--- config.mk ---
export PLATFORM = sky130hd
export DESIGN_NAME = pe_code_capture_flat
export DESIGN_NICKNAME = d
export VERILOG_FILES = /design/src/rtl/pe_code_capture_pkg.sv /design/src/rtl/pe_code_capture_if.sv /design/src/rtl/pe_code_capture_fifo.sv /design/src/rtl/pe_code_capture.sv /design/src/flat_wrapper.sv
export SDC_FILE = /design/constraint.sdc
export NUM_CORES = 1
export LEC_CHECK = 0
export CAP_MARGIN = 20
export CORE_MARGIN = 2
export CORE_UTILIZATION = 35
export DETAILED_ROUTE_END_ITERATION = 7
export PLACE_DENSITY_LB_ADDON = 0.05
export SLEW_MARGIN = 20
export SYNTH_ARGS = -nofsm -noshare
export SYNTH_HDL_FRONTEND = slang
export SYNTH_HIERARCHICAL = 1
export SYNTH_SLANG_ARGS = --single-unit
--- constraint.sdc ---
create_clock -name clk -period 6.8 [get_ports clk]
set_clock_uncertainty 0.2 [all_clocks]
set_input_delay 2.04 -clock clk [delete_from_list [all_inputs] [get_ports clk]]
set_output_delay 2.04 -clock clk [all_outputs]
set_load 0.005 [all_outputs]
--- src/rtl/pe_code_capture_pkg.sv ---
// rtl/pe_code_capture_pkg.sv - shared constants, entry layout and code legality check
package pe_pkg;
   localparam logic [7:0] CODE_NONE = 8'hF0;
   localparam int IDX_W = 4;
   localparam int TS_W_DFLT = 8;

   typedef struct packed {
      logic                 none;
      logic [IDX_W-1:0]     idx;
      logic [TS_W_DFLT-1:0] stamp;
   } entry_t;

   localparam int ENTRY_W = $bits(entry_t);

   function automatic logic is_legal_code(input logic [7:0] code);
      return (code <= 8'd15) || (code == CODE_NONE);
   endfunction
endpackage

--- src/rtl/pe_code_capture_if.sv ---
// rtl/pe_code_capture_if.sv - encoder code input and event stream output
interface pe_code_capture_if
   import pe_pkg::*;
#(
   parameter int TS_W = 8
);
   logic [7:0]          code_in;
   logic                in_en;
   logic                out_valid;
   logic                out_ready;
   logic [IDX_W+TS_W:0] out_data;

   modport master (output code_in, in_en, out_ready, input out_valid, out_data);
   modport slave  (input code_in, in_en, out_ready, output out_valid, out_data);
endinterface

--- src/rtl/pe_code_capture_fifo.sv ---
// rtl/pe_code_capture_fifo.sv - first-word-fall-through FIFO for capture events
module sync_fifo #(
   parameter int WIDTH = 13,
   parameter int DEPTH = 8
) (
   input  logic                     clk,
   input  logic                     rst,
   input  logic                     push,
   input  logic [WIDTH-1:0]         wdata,
   input  logic                     pop,
   output logic [WIDTH-1:0]         rdata,
   output logic                     valid,
   output logic                     full,
   output logic [$clog2(DEPTH):0]   count
);
   localparam int PW = $clog2(DEPTH);
   localparam int CW = PW + 1;

   logic [WIDTH-1:0] mem [DEPTH];
   logic [PW-1:0]    wr_ptr;
   logic [PW-1:0]    rd_ptr;
   logic             do_push;
   logic             do_pop;

   assign valid   = (count != '0);
   assign full    = (count == CW'(DEPTH));
   assign do_pop  = pop && valid;
   // A pop in the same cycle frees the slot, so a full FIFO can still accept.
   assign do_push = push && (!full || do_pop);
   assign rdata   = valid ? mem[rd_ptr] : '0;

   always_ff @(posedge clk) begin
      if (do_push) begin
         mem[wr_ptr] <= wdata;
      end
   end

   always_ff @(posedge clk) begin
      if (rst) begin
         wr_ptr <= '0;
         rd_ptr <= '0;
         count  <= '0;
      end else begin
         if (do_push) begin
            wr_ptr <= wr_ptr + PW'(1);
         end
         if (do_pop) begin
            rd_ptr <= rd_ptr + PW'(1);
         end
         count <= count + CW'(do_push) - CW'(do_pop);
      end
   end
endmodule

--- src/rtl/pe_code_capture.sv ---
// rtl/pe_code_capture.sv - time-stamps changes of the priority-encoder code into a FIFO
module pe_code_capture
   import pe_pkg::*;
#(
   parameter int DEPTH = 8,
   parameter int TS_W  = 8
) (
   input  logic                   clk,
   input  logic                   rst,
   pe_code_capture_if.slave       bus,
   output logic [$clog2(DEPTH):0] count,
   output logic                   overflow,
   output logic [7:0]             drop_cnt,
   output logic                   err,
   input  logic                   clr_flags
);
   localparam int EW = 1 + IDX_W + TS_W;

   logic [TS_W-1:0]  ts;
   logic [7:0]       prev_code;
   logic             legal;
   logic             change;
   logic             full;
   logic             pop;
   logic             push;
   logic             drop;
   logic             none;
   logic [IDX_W-1:0] idx;
   logic [EW-1:0]    entry;

   assign legal  = is_legal_code(bus.code_in);
   assign change = bus.in_en && legal && (bus.code_in != prev_code);
   assign pop    = bus.out_valid && bus.out_ready;
   assign push   = change && (!full || pop);
   assign drop   = change && full && !pop;
   assign none   = (bus.code_in == CODE_NONE);
   assign idx    = none ? IDX_W'(0) : bus.code_in[IDX_W-1:0];
   assign entry  = {none, idx, ts};

   sync_fifo #(
      .WIDTH (EW),
      .DEPTH (DEPTH)
   ) u_fifo (
      .clk   (clk),
      .rst   (rst),
      .push  (push),
      .wdata (entry),
      .pop   (bus.out_ready),
      .rdata (bus.out_data),
      .valid (bus.out_valid),
      .full  (full),
      .count (count)
   );

   // A new drop or illegal sample outranks a coincident clear.
   always_ff @(posedge clk) begin
      if (rst) begin
         ts        <= '0;
         prev_code <= CODE_NONE;
         overflow  <= 1'b0;
         drop_cnt  <= '0;
         err       <= 1'b0;
      end else begin
         ts <= ts + TS_W'(1);
         if (change) begin
            prev_code <= bus.code_in;
         end
         if (drop) begin
            overflow <= 1'b1;
            drop_cnt <= clr_flags ? 8'd1 : ((drop_cnt == 8'hFF) ? 8'hFF : drop_cnt + 8'd1);
         end else if (clr_flags) begin
            overflow <= 1'b0;
            drop_cnt <= '0;
         end
         if (bus.in_en && !legal) begin
            err <= 1'b1;
         end else if (clr_flags) begin
            err <= 1'b0;
         end
      end
   end
endmodule

--- src/flat_wrapper.sv ---
// flat-port wrapper written by rule: the top's interface ports become plain ports
module pe_code_capture_flat import pe_pkg::*;
#(
   parameter int DEPTH = 8,
   parameter int TS_W  = 8
)
  (clk, rst, count, overflow, drop_cnt, err, clr_flags, bus_code_in, bus_in_en, bus_out_ready, bus_out_valid, bus_out_data);
  pe_code_capture_if #(.TS_W(TS_W)) bus_i ();
  input  logic clk;
  input  logic rst;
  output logic [$clog2(DEPTH):0] count;
  output logic overflow;
  output logic [7:0] drop_cnt;
  output logic err;
  input  logic clr_flags;
  input wire logic [$bits(bus_i.code_in)-1:0] bus_code_in;
  input wire logic [$bits(bus_i.in_en)-1:0] bus_in_en;
  input wire logic [$bits(bus_i.out_ready)-1:0] bus_out_ready;
  output wire logic [$bits(bus_i.out_valid)-1:0] bus_out_valid;
  output wire logic [$bits(bus_i.out_data)-1:0] bus_out_data;
  assign bus_i.code_in = bus_code_in;
  assign bus_i.in_en = bus_in_en;
  assign bus_i.out_ready = bus_out_ready;
  assign bus_out_valid = bus_i.out_valid;
  assign bus_out_data = bus_i.out_data;
  pe_code_capture #(.DEPTH(DEPTH), .TS_W(TS_W)) u_core (.clk(clk), .rst(rst), .bus(bus_i), .count(count), .overflow(overflow), .drop_cnt(drop_cnt), .err(err), .clr_flags(clr_flags));
endmodule
Word-level counts from Yosys, hierarchy flattened. Memory sizes are Yosys's and may differ from the RTL's. A register that Yosys moved wholly into a read port is not among the register bits. Cells that the tools add are included.

RAM bits: 104. Logic and storage cells: 49. Flip-flop bits (word level): 36. Memories: 1.

Memory list: u_core.u_fifo.mem (words 8, bits a word 13, read ports 1, clocked after memory_dff 1, wr ports 1, RTL line pe_code_capture_fifo.sv:19) `logic [WIDTH-1:0] mem [DEPTH];`.

Multiplexer cells: 13. Add/sub/neg operators: 6. Equality and inequality tests: 4. Reductions and logical operators: 16. Magnitude comparators: 1.

Operators with widths (count): $mux W8 (4); $add A8 B1 Y8 const B (2); $eq A8 B8 Y1 const B (2); $mux W13 (1); $le A8 B4 Y1 const B (1); $logic_and A1 B1 Y1 (8); $ne A8 B8 Y1 (1); $add A3 B1 Y3 const B (2); $mux W3 (2); $mux W1 (5); $add A4 B1 Y4 (1); $eq A4 B4 Y1 const B (1); $mux W4 (1); $reduce_bool A2 Y1 (2); $reduce_bool A4 Y1 (1); $sub A4 B1 Y4 (1); $logic_not A1 Y1 (3); $logic_or A1 B1 Y1 (2).

Longest topological paths before layout. Gate-level depths: netlist (run 1).

Depth after elaboration: 8. Gate-level depth with buffers: 15.

By module. Netlist (run 1), hierarchy kept.

By module, submodules not included: sync_fifo (instances 1, area each 4601.9 sq um, cells each 236); pe_code_capture (instances 1, area each 1249.9 sq um, cells each 136).

Least setup slack after synthesis (run 1). No wires, ideal clock.

Kind: in2reg. Start: input port bus_code_in[7]. End: memory u_core.u_fifo.mem[0][0] (enable). Stages on the path: 7. Required time: 6.183 ns. Setup time: 0.417 ns. Data arrival time: 4.971 ns. Path slack: 1.212 ns. Cells stage by stage: or4_1 > o41a_1 > a211oi_4 > buf_2 > nor2b_1 > o21ai_1 > nor4_1.

Cells in the longest elaborated chain, start to end: 8. Elaborated cells between the ends (all ways): 10.

RTL lines: start: declaration (RTL line flat_wrapper.sv:16) `input wire logic [$bits(bus_i.code_in)-1:0] bus_code_in;`; $le A8 B4 Y1 or $eq A8 B8 Y1 (tied branches) (RTL line pe_code_capture_pkg.sv:16) `return (code <= 8'd15) || (code == CODE_NONE);`; $logic_or A1 B1 Y1 (RTL line pe_code_capture_pkg.sv:16); $logic_and A1 B1 Y1 (RTL line pe_code_capture.sv:32) `assign change = bus.in_en && legal && (bus.code_in != prev_code);`; $logic_and A1 B1 Y1 (*) (RTL line pe_code_capture.sv:32); $logic_and A1 B1 Y1 (*) (RTL line pe_code_capture.sv:34) `assign push = change && (!full || pop);`; named net u_core.push (RTL line pe_code_capture.sv:25) `logic push;`; $logic_and A1 B1 Y1 (*) (RTL line pe_code_capture_fifo.sv:29) `assign do_push = push && (!full || do_pop);`; $mux W1 (*) (RTL line pe_code_capture_fifo.sv:33) `if (do_push) begin`; $mux W1 (not written as such) (*) (RTL line pe_code_capture_fifo.sv:34) `mem[wr_ptr] <= wdata;`; end: declaration (RTL line pe_code_capture_fifo.sv:19).

Mark *: on every way through the listed nets, which the timed path passes. The rest lies on a longest branch.

Worst setup path after layout (run 1).
Start: input port bus_code_in[3]. End: memory u_core.u_fifo.mem[4][6] (enable).

The elaborated chain is that of the path after synthesis.

==> results of run 1 <==
==> cell usage after synthesis (2+ instances only) <==
master	count
a211oi_1	2
a21o_1	2
a21oi_1	9
a22o_1	13
a311oi_1	2
a31oi_1	3
a41oi_1	2
and2_1	3
and3_1	7
and4_1	4
buf_1	2
buf_2	3
buf_6	2
clkbuf_1	11
dfxtp_1	39
edfxtp_1	104
ha_1	9
inv_1	15
mux2_2	2
mux2i_1	5
mux4_2	26
nand2_1	3
nand2b_1	5
nand3_1	8
nor2_1	24
nor2b_1	10
nor3_1	6
nor4_1	4
o211ai_1	2
o21ai_0	3
o21bai_1	4
or3_1	2
or4_1	2
xnor2_1	2
xor2_1	13
==> sequential cells by signal, summed over array words and instances (netlist names), named ones only <==
| signal | count |
|---|---|
| u_core/drop_cnt | 8 |
| u_core/err | 1 |
| u_core/overflow | 1 |
| u_core/prev_code | 8 |
| u_core/ts | 8 |
| u_core/u_fifo/count | 4 |
| u_core/u_fifo/mem | 104 |
| u_core/u_fifo/rd_ptr | 3 |
| u_core/u_fifo/wr_ptr | 3 |
==> worst paths after layout <==
kind | end | slack, ns | cells past startpoint
max | u_core/u_fifo/mem[4][6]$_DFFE_PP_ | 1.59 | 8
min | u_core/prev_code[6]$_SDFFE_PP1P_ | 0.27 | 2
max reg2reg | u_core/u_fifo/count[3]$_SDFF_PP0_ | 3.46 | 12
min reg2reg | u_core/prev_code[6]$_SDFFE_PP1P_ | 0.27 | 2
==> power by group through the flow <==
stage / Sequential (uW) / Combinational (uW) / Clock (uW)
2_1_floorplan: 990 / 298 / 0
3_3_place_gp: 1040 / 459 / 0
3_5_place_dp: 1050 / 458 / 0
4_1_cts: 1030 / 459 / 965
5_1_grt: 1030 / 493 / 995
6_report: 1020 / 448 / 938
==> per-stage QoR <==
step | total power [uW] | std cells | utilization, % | hold slack (ns)
CTS | 2450 | 657 | 43.5 | 0.278
finish | 2410 | 657 | 43.5 | 0.274
floorplan | 1290 | 372 | - | 0.251
global placement | 1500 | 626 | 39.9 | 0.265
global route | 2520 | 657 | 43.5 | 0.294
detailed placement | 1500 | 627 | 39.9 | 0.268
==> cell type report <==
type	instances	area share, %
Sequential cell	143	54.5
Multi-Input combinational cell	193	25.3
Timing Repair Buffer	55	7.12
Clock buffer	17	5.93
Tap cell	220	3.84
Clock inverter	13	2.41
Inverter	16	0.838
==> critical path, cell delays in order <==
cell,delay (ns)
clkdlybuf4s50_1,0.59
nand4b_1,0.29
o41a_1,0.44
a211oi_4,0.18
nor2b_1,0.41
o21ai_1,0.28
nor3_2,0.59
buf_4,0.31
==> cell families after synthesis <==
logic type / after synthesis / share of synthesized area [%]
flops: 143 / 66.7
simple gates: 84 / 8.00
compound gates: 50 / 6.63
buf+inv: 36 / 2.72
mux: 34 / 11.4
xor+xnor: 15 / 2.25
fa+ha+maj: 10 / 2.27
==> metal layers <==
layer	GRT usage, %	routed length (um)	up-vias
met5	0	0	-
met4	7.51	351	0
met3	3.50	419	25
met2	23.5	5900	73
met1	19.3	5500	1646
li1	-	-	1552
==> summary.txt, run 1 <==
GRT
  • Total GRT Usage: 14.9%
  • Initial antenna violation count: 0
  • Global route overflow: 0
  • Largest net degree at the start of global routing: 35
  • First-pass GRT wire length: 19.4 mm
  • Vias in the first global route: approximately 3.4k

Timing
  • Slew @ Worst Pin: 0.795 ns
  • Setup TNS: 0 ns
  • RSZ-0062 raised after global routing: false
  • Max-slew violation count: 0
  • Final period util: between 70% and 80%
  • Finish-stage setup viols: 0
  • Hold Violations, Final: 0
  • Fmax: approximately 190 MHz
  • Final WS setup: roughly 1.6 ns
  • Fin crit period: 5.21 ns
  • Slew headroom: 47.0%

Drt
  • Detail Route Antenna Nets: 0
  • WL final: between 10 and 15 mm
  • Initial DRC count: 150
  • Drt first pass iters: 4
  • Routed length per instance: 18.5 um
  • Total vias in the final route: about 3.3k
  • Vias per Instance: 5.02
  • DR DRC count: 0

Synth
  • Post-synth top area cell: edfxtp_1
  • Main synth FF type: edfxtp_1
  • Synth cell types: 54
  • Seq/Total Area, Yosys: between 60% and 70%
  • Yosys warnings: 6
  • Syn nets: 395
  • Largest cells by area after synthesis: edfxtp_1 (53%), dfxtp_1 (13%), mux4_2 (10%)
  • Post-synth EDFFs: ~100
  • Number of synthesized register bits: approximately 140
  • Async set or reset register ratio after synthesis: 0%
  • Mean Syn Cell Area: 15.7 um2
  • Mapped Area: 0.00585 mm2
  • Cells after Synth: 372
  • Yosys top cell area share: 53.4%

Critical path
  • CP arrival: 5.12 ns
  • Worst Path Max Fanout: 11
  • Critical path required time: 6.72 ns
  • Worst setup EP type: flop
  • FF-to-FF Start: u_core/u_fifo/count[2]$_SDFF_PP0_
  • Crit. Startpoint: bus_code_in[3]
  • Kind of critical path: in -> reg
  • Worst setup SP type: input port

Pwr
  • Net load switching power: 579 uW
  • Gate power share: 18.6%
  • Standby leakage power: 0.00249 uW
  • Int Power: 1830 uW
  • Pwr Density: 336 mW/mm2
  • Sw frac: 24.0%
  • Clock share of power: 39.0%
  • Seq pwr share: 42.4%
  • Worst IR drop on VDD: 160 uV

Floorplan
  • DIE AREA: 0.0178 mm2
  • Die W: 133 um
  • Num ports: 41
  • Initial Utilization: 35.5%
  • Die height: 133 um
  • Row Count: 47
  • Area of the core: around 0.016 mm2

Clocking
  • Clock tree buffer depth: 2
  • Clock transition at path regs: 0.06 ns
  • Clock Latency Late Sink: ~0.41 ns
  • CTS Buf Count: 17
  • H-tree depth: 4
  • Post-CTS Resized: 0
  • CTS root buffer: clkbuf_16
  • Post-CTS Repair Setup Buffers: 0
  • CTS tree: done
  • Hold Buf Count CTS: 0
  • Clk sinks: 143

Status
  • Status: complete, no violations

Hold path
  • HP Start: u_core/prev_code[6]$_SDFFE_PP1P_
  • Worst hold path class: reg -> reg

Layout
  • Commonest non-fill, non-tap cells in the layout: edfxtp_1 (104), clkdlybuf4s50_1 (40), dfxtp_1 (37), mux4_2 (26), nor2_1 (24)
  • Ant diodes: 0
  • P&R area growth vs syn: 22.5%
  • Final Instance Area: 0.00717 mm2
  • Fillcell total: 1495
  • Nets: 449
  • Multi-input logic area: 0.00182 mm2
  • Layout cell share with drive strength beyond 1: 18.5%
  • Reg area: about 0.0039 mm2
  • Commonest non-fill, non-tap cell in the layout: edfxtp_1

Placement
  • Final HPWL DP: 7.63 mm
  • Post-DP Area: 0.00657 mm2
  • GPL Wtd Cong: 0.728
  • DP Worst Slack: 1.08 ns
  • IO buf count: 40

Run
  • Max Cap Viol: 0
No activity file was read; power rests on OpenSTA's default activity.
==> run 2: changes to the inputs <==
==> constraint.sdc (replaced) <==
create_clock -name clk -period 4.4 [get_ports clk]
set_clock_uncertainty 0.2 [all_clocks]
set_input_delay 1.32 -clock clk [delete_from_list [all_inputs] [get_ports clk]]
set_output_delay 1.32 -clock clk [all_outputs]
set_load 0.005 [all_outputs]
==> summary.txt, run 2 (synthesis gave the netlist of run 1 again) <==
GRT
  • Global route overflow: 0 (unchanged)
  • First-pass GRT wire length: 19.6 mm (was 19.4 mm)
  • Total GRT Usage: 14.8% (was 14.9%)
  • Initial antenna violation count: 0 (unchanged)
  • Largest net degree at the start of global routing: 27 (was 35)
  • Vias in the first global route: 3418 (was 3374)

Layout
  • Largest register by flop count: u_core/u_fifo/mem (unchanged)
  • Largest register FFs: 104 (unchanged)
  • Layout cell share with drive strength beyond 1: 21.3% (was 18.5%)
  • Ant diodes: 0 (unchanged)
  • Commonest non-fill, non-tap cells in the layout: edfxtp_1 (104), clkdlybuf4s50_1 (40), dfxtp_1 (38), buf_4 (28), mux4_2 (26) (was edfxtp_1 (104), clkdlybuf4s50_1 (40), dfxtp_1 (37), mux4_2 (26), nor2_1 (24))
  • Commonest non-fill, non-tap cell in the layout: edfxtp_1 (unchanged)
  • Fillcell total: 1510 (was 1495)
  • Post-Route Utilization: 44.6% (was 43.5%)
  • Nets: 468 (was 449)
  • P&R area growth vs syn: 25.5% (was 22.5%)

Status
  • Status: complete, no violations (unchanged)

Critical path
  • CP arrival: 2.65 ns (was 5.12 ns)
  • FF-to-FF setup slack: 1.20 ns (was 3.46 ns)
  • Bufs and invs on worst path: 4 (was 2)
  • Kind of critical path: reg -> out (was in -> reg)
  • CP max stage delay: 0.46 ns (was 0.59 ns)
  • Worst setup EP type: output port (was flop)
  • CP cell instances: inv_1 -> ha_1 -> nor3b_2 -> inv_2 -> and2_1 -> buf_4 -> a22o_1 -> clkdlybuf4s50_1 (was clkdlybuf4s50_1 -> nand4b_1 -> o41a_1 -> a211oi_4 -> nor2b_1 -> o21ai_1 -> nor3_2 -> buf_4)
  • Worst Path Max Fanout: 13 (was 11)
  • Critical path required time: 2.88 ns (was 6.72 ns)
  • CP max stage cell: clkdlybuf4s50_1 (unchanged)
  • Worst setup SP type: flop (was input port)
  • CP top delay family: buffers and inverters (was simple AND/OR/NAND/NOR gates)

Clocking
  • CTS Buf Count: 17 (unchanged)
  • Clock transition at path regs: 0.06 ns (about the same)
  • CTS tree: done (unchanged)
  • H-tree depth: 4 (unchanged)
  • CTS root buffer: clkbuf_16 (unchanged)
  • Hold Buf Count CTS: 0 (unchanged)
  • Clock tree buffer depth: 2 (unchanged)
  • Clk sinks: 143 (unchanged)
  • Post-CTS Resized: 0 (unchanged)
  • Clock Latency Late Sink: 0.41 ns (about the same)
  • Post-CTS Repair Setup Buffers: 0 (unchanged)

Drt
  • Routed length per instance: 18.2 um (was 18.5 um)
  • DR DRC count: 0 (unchanged)
  • Detail Route Antenna Nets: 0 (unchanged)
  • Drt first pass iters: 4 (unchanged)
  • WL final: 12.3 mm (was 12.2 mm)
  • Total vias in the final route: 3359 (was 3296)
  • Initial DRC count: 197 (was 150)
  • Vias per Instance: 4.98 (was 5.02)

Run
  • Max Cap Viol: 0 (unchanged)

Timing
  • Finish-stage setup viols: 0 (unchanged)
  • Max-slew violation count: 0 (unchanged)
  • Final period util: between 90% and 100%
  • Fin crit period: ~4.2 ns
  • RSZ-0062 raised after global routing: false (unchanged)
  • Slew headroom: 57.7% (was 47.0%)
  • Worst hold slack: 0.271 ns (was 0.274 ns)
  • Slew @ Worst Pin: 0.633 ns (was 0.795 ns)
  • Hold Violations, Final: 0 (unchanged)
  • Setup TNS: 0 ns (unchanged)
  • Fmax: about 240 MHz
  • Final WS setup: 0.235 ns (was 1.59 ns)

Pwr
  • Tot Pwr: 3680 uW (was 2410 uW)
  • Sw frac: 24.3% (was 24.0%)
  • Standby leakage power: 0.00259 uW (was 0.00249 uW)
  • Net load switching power: 894 uW (was 579 uW)
  • Pwr Density: 501 mW/mm2 (was 336 mW/mm2)
  • Clock share of power: 37.5% (was 39.0%)
  • Gate power share: 21.2% (was 18.6%)
  • Worst IR drop on VDD: 252 uV (was 160 uV)
  • Seq pwr share: 41.4% (was 42.4%)
  • Int Power: 2790 uW (was 1830 uW)

Floorplan
  • Initial Utilization: 35.5% (unchanged)
  • DIE AREA: 0.0178 mm2 (unchanged)
  • Row Count: 47 (unchanged)
  • Die W: 133 um (unchanged)
  • Die height: 133 um (unchanged)
  • Num ports: 41 (unchanged)
  • Area of the core: 0.0165 mm2 (unchanged)

Hold path
  • Worst hold path class: reg -> reg (unchanged)

Placement
  • Final HPWL DP: 8.04 mm (was 7.63 mm)
  • GPL Wtd Cong: 0.767 (was 0.728)
  • IO buf count: 40 (unchanged)
  • DP Worst Slack: -0.0544 ns (was 1.08 ns)
[run 2: cell count changes in the layout (fill, tap and decap cells not counted), moves of 2 or more]
cell,change
clkbuf_1,+4
clkinvlp_4,-2
buf_12,+6
buf_4,+14
clkinv_2,+2
clkinv_1,-3
[run 2: path summary, 6_finish.rpt]
| path | endpoint | cells after the start | start |
|---|---|---|---|
| setup reg to reg | u_core/u_fifo/count[3]$_SDFF_PP0_ | 11 | u_core/u_fifo/count[2]$_SDFF_PP0_ |
| hold reg to reg | u_core/prev_code[7]$_SDFFE_PP1P_ | 2 | u_core/prev_code[7]$_SDFFE_PP1P_ |
| hold / removal | u_core/prev_code[7]$_SDFFE_PP1P_ | 2 | u_core/prev_code[7]$_SDFFE_PP1P_ |
| setup / recovery | bus_out_data[12] | 8 | u_core/u_fifo/count[2]$_SDFF_PP0_ |
[run 2: final cells by class]
| type | instances | area, um2 | area share, % |
|---|---|---|---|
| inverter | 16 | 60.1 | 0.818 |
| timing repair buffer | 74 | 731 | 9.95 |
| sequential | 143 | 3910 | 53.2 |
| clock buffer | 21 | 440 | 6.00 |
| tap | 220 | 275 | 3.75 |
| multi-input combinational | 193 | 1820 | 24.7 |
| clock inverter | 8 | 118 | 1.60 |
[run 2: per-stage QoR]
step,instances,cell area (um2)
2_1_floorplan,372,5860
3_3_place_gp,646,6790
3_5_place_dp,646,6790
4_1_cts,675,7340
5_1_grt,675,7340
6_report,675,7340
[run 2: metal layers]
layer	GRT usage, %	routed length, um
met1	19.4	5750
met2	23.7	6040
met3	3.31	309
met4	6.80	192
met5	0	0
[run 2: worst register-to-register path, delay by kind of cell (launching register included)]
kind            cells  cell delay, ns
simple gates        3            0.95
compound gates      3            0.61
fa+ha+maj           2            0.47
mux                 1            0.34
flops               1            0.31
buf+inv             2            0.21
[run 2: power by group through the flow]
stage	Combinational, uW	Clock, uW	Sequential [uW]
6_report	780	1380	1520
3_3_place_gp	798	0	1550
2_1_floorplan	461	0	1530
4_1_cts	800	1410	1530
3_5_place_dp	796	0	1550
5_1_grt	857	1470	1530
==> run 3: changes to the inputs <==
--- a/config.mk
+++ b/config.mk
@@ -6,6 +6,7 @@
 export NUM_CORES = 1
 export LEC_CHECK = 0
 export CAP_MARGIN = 20
+export CORE_ASPECT_RATIO = 1.75
 export CORE_MARGIN = 2
 export CORE_UTILIZATION = 35
 export DETAILED_ROUTE_END_ITERATION = 7
==> summary.txt, run 3 (synthesis gave the netlist of run 1 again) <==
Status
  • Status: complete, no violations (unchanged)

Layout
  • Layout cell share with drive strength beyond 1: 21.8% (was 21.3%)
  • P&R area growth vs syn: 25.7% (was 25.5%)
  • Final Instance Area: 0.00736 mm2 (was 0.00734 mm2)
  • Largest register by flop count: u_core/u_fifo/mem (unchanged)
  • Nets: 465 (was 468)
  • Post-Route Utilization: 45.0% (was 44.6%)
  • Fillcell total: 1486 (was 1510)
  • Ant diodes: 0 (unchanged)
  • Largest register FFs: 104 (unchanged)
  • Commonest non-fill, non-tap cells in the layout: edfxtp_1 (104), clkdlybuf4s50_1 (40), dfxtp_1 (38), mux4_2 (26) (was edfxtp_1 (104), clkdlybuf4s50_1 (40), dfxtp_1 (38), buf_4 (28), mux4_2 (26))
  • Commonest non-fill, non-tap cell in the layout: edfxtp_1 (unchanged)

Drt
  • Vias per Instance: 4.87 (was 4.98)
  • Detail Route Antenna Nets: 0 (unchanged)
  • Routed length per instance: 18.7 um (was 18.2 um)
  • WL final: 12.7 mm (was 12.3 mm)
  • Initial DRC count: 75 (was 197)
  • Drt first pass iters: 4 (unchanged)
  • DR DRC count: 0 (unchanged)
  • Total vias in the final route: 3305 (was 3359)

Clocking
  • Post-CTS Repair Setup Buffers: 0 (unchanged)
  • CTS Buf Count: 17 (unchanged)
  • CTS root buffer: clkbuf_16 (unchanged)
  • Clk sinks: 143 (unchanged)
  • Clock tree buffer depth: 2 (unchanged)
  • Clock transition at path regs: 0.06 ns (about the same)
  • Hold Buf Count CTS: 0 (unchanged)
  • CTS tree: done (unchanged)
  • Post-CTS Resized: 0 (unchanged)
  • Clock Latency Late Sink: 0.41 ns (about the same)
  • H-tree depth: 4 (unchanged)

GRT
  • First-pass GRT wire length: 19.6 mm (about the same)
  • Vias in the first global route: 3513 (was 3418)
  • Total GRT Usage: 15.2% (was 14.8%)
  • Initial antenna violation count: 0 (unchanged)
  • Largest net degree at the start of global routing: 27 (unchanged)
  • Global route overflow: 0 (unchanged)

Hold path
  • Worst hold path class: reg -> reg (unchanged)

Placement
  • IO buf count: 40 (unchanged)
  • Post-DP Area: 0.00678 mm2 (was 0.00679 mm2)
  • GPL Wtd Cong: 0.726 (was 0.767)
  • Final HPWL DP: 8.36 mm (was 8.04 mm)

Timing
  • Max-slew violation count: 0 (unchanged)
  • Fmax: 243 MHz (was 240 MHz)
  • Slew @ Worst Pin: 0.469 ns (was 0.633 ns)
  • RSZ-0062 raised after global routing: false (unchanged)
  • Finish-stage setup viols: 0 (unchanged)
  • Fin crit period: 4.11 ns (was 4.17 ns)
  • Setup TNS: 0 ns (unchanged)
  • Hold Violations, Final: 0 (unchanged)
  • Worst hold slack: 0.273 ns (was 0.271 ns)
  • Final period util: 93.5% (was 94.7%)
  • Slew headroom: 68.5% (was 57.7%)

Floorplan
  • Initial Utilization: 35.8% (was 35.5%)
  • Num ports: 41 (unchanged)
  • Row Count: 62 (was 47)
  • Die height: 175 um (was 133 um)
  • DIE AREA: 0.0178 mm2 (about the same)
  • Area of the core: 0.0164 mm2 (was 0.0165 mm2)
  • Die W: 102 um (was 133 um)

Pwr
  • Worst IR drop on VDD: 292 uV (was 252 uV)
  • Standby leakage power: 0.00258 uW (was 0.00259 uW)
  • Pwr Density: 503 mW/mm2 (was 501 mW/mm2)
  • Tot Pwr: 3700 uW (was 3680 uW)

Critical path
  • Worst setup SP type: flop (unchanged)
  • Kind of critical path: reg -> out (unchanged)
  • Worst Path Max Fanout: 13 (unchanged)
  • Worst setup EP type: output port (unchanged)
  • Critical path required time: 2.88 ns (about the same)
  • CP arrival: 2.59 ns (was 2.65 ns)

Run
  • Max Cap Viol: 0 (unchanged)
## run 3: metal layers
layer  wire length (um)  vias up  share of wire [%]  global-route usage [%]
met3                321       16                2.5                    3.48
met2               7090       57                 56                    27.1
met5                  0        -                  0                       0
li1                   -     1580                  -                       -
met4                282        0                2.2                    6.53
met1               5000     1652                 39                    16.8
## run 3: cell type report
cell class / instances / area (um2) / area share (%)
tap: 224 / 280 / 3.81
timing repair buffer: 71 / 721 / 9.79
clock inverter: 13 / 138 / 1.87
inverter: 16 / 60.1 / 0.816
multi-input combinational: 193 / 1820 / 24.8
sequential: 143 / 3910 / 53.1
clock buffer: 19 / 433 / 5.88
## run 3: path summary, 6_finish.rpt
kind	start	to	slack, ns	cells past startpoint
max	u_core/u_fifo/count[2]$_SDFF_PP0_	bus_out_data[12]	0.29	8
min	u_core/prev_code[4]$_SDFFE_PP1P_	u_core/prev_code[4]$_SDFFE_PP1P_	0.27	2
max reg2reg	u_core/u_fifo/count[2]$_SDFF_PP0_	u_core/u_fifo/count[3]$_SDFF_PP0_	1.22	11
min reg2reg	u_core/prev_code[4]$_SDFFE_PP1P_	u_core/prev_code[4]$_SDFFE_PP1P_	0.27	2
## run 3: worst max-delay path: stages, from the launching register on
cell	delay, ns
dfxtp_1	0.31
inv_1	0.11
ha_1	0.19
nor3b_4	0.34
inv_2	0.13
and2_1	0.18
buf_4	0.20
a22o_1	0.24
clkdlybuf4s50_1	0.47
## run 3: stage by stage
stage / setup WS, ns / cells
3_3_place_gp: -0.0876 / 647
4_1_cts: 0.126 / 679
3_5_place_dp: -0.0988 / 647
2_1_floorplan: -0.156 / 372
6_report: 0.286 / 679
5_1_grt: 0.112 / 679
## run 3: power by group
group	internal [uW]	switching (uW)
Combinational	445	334
Clock	837	557
Sequential	1470	57.3
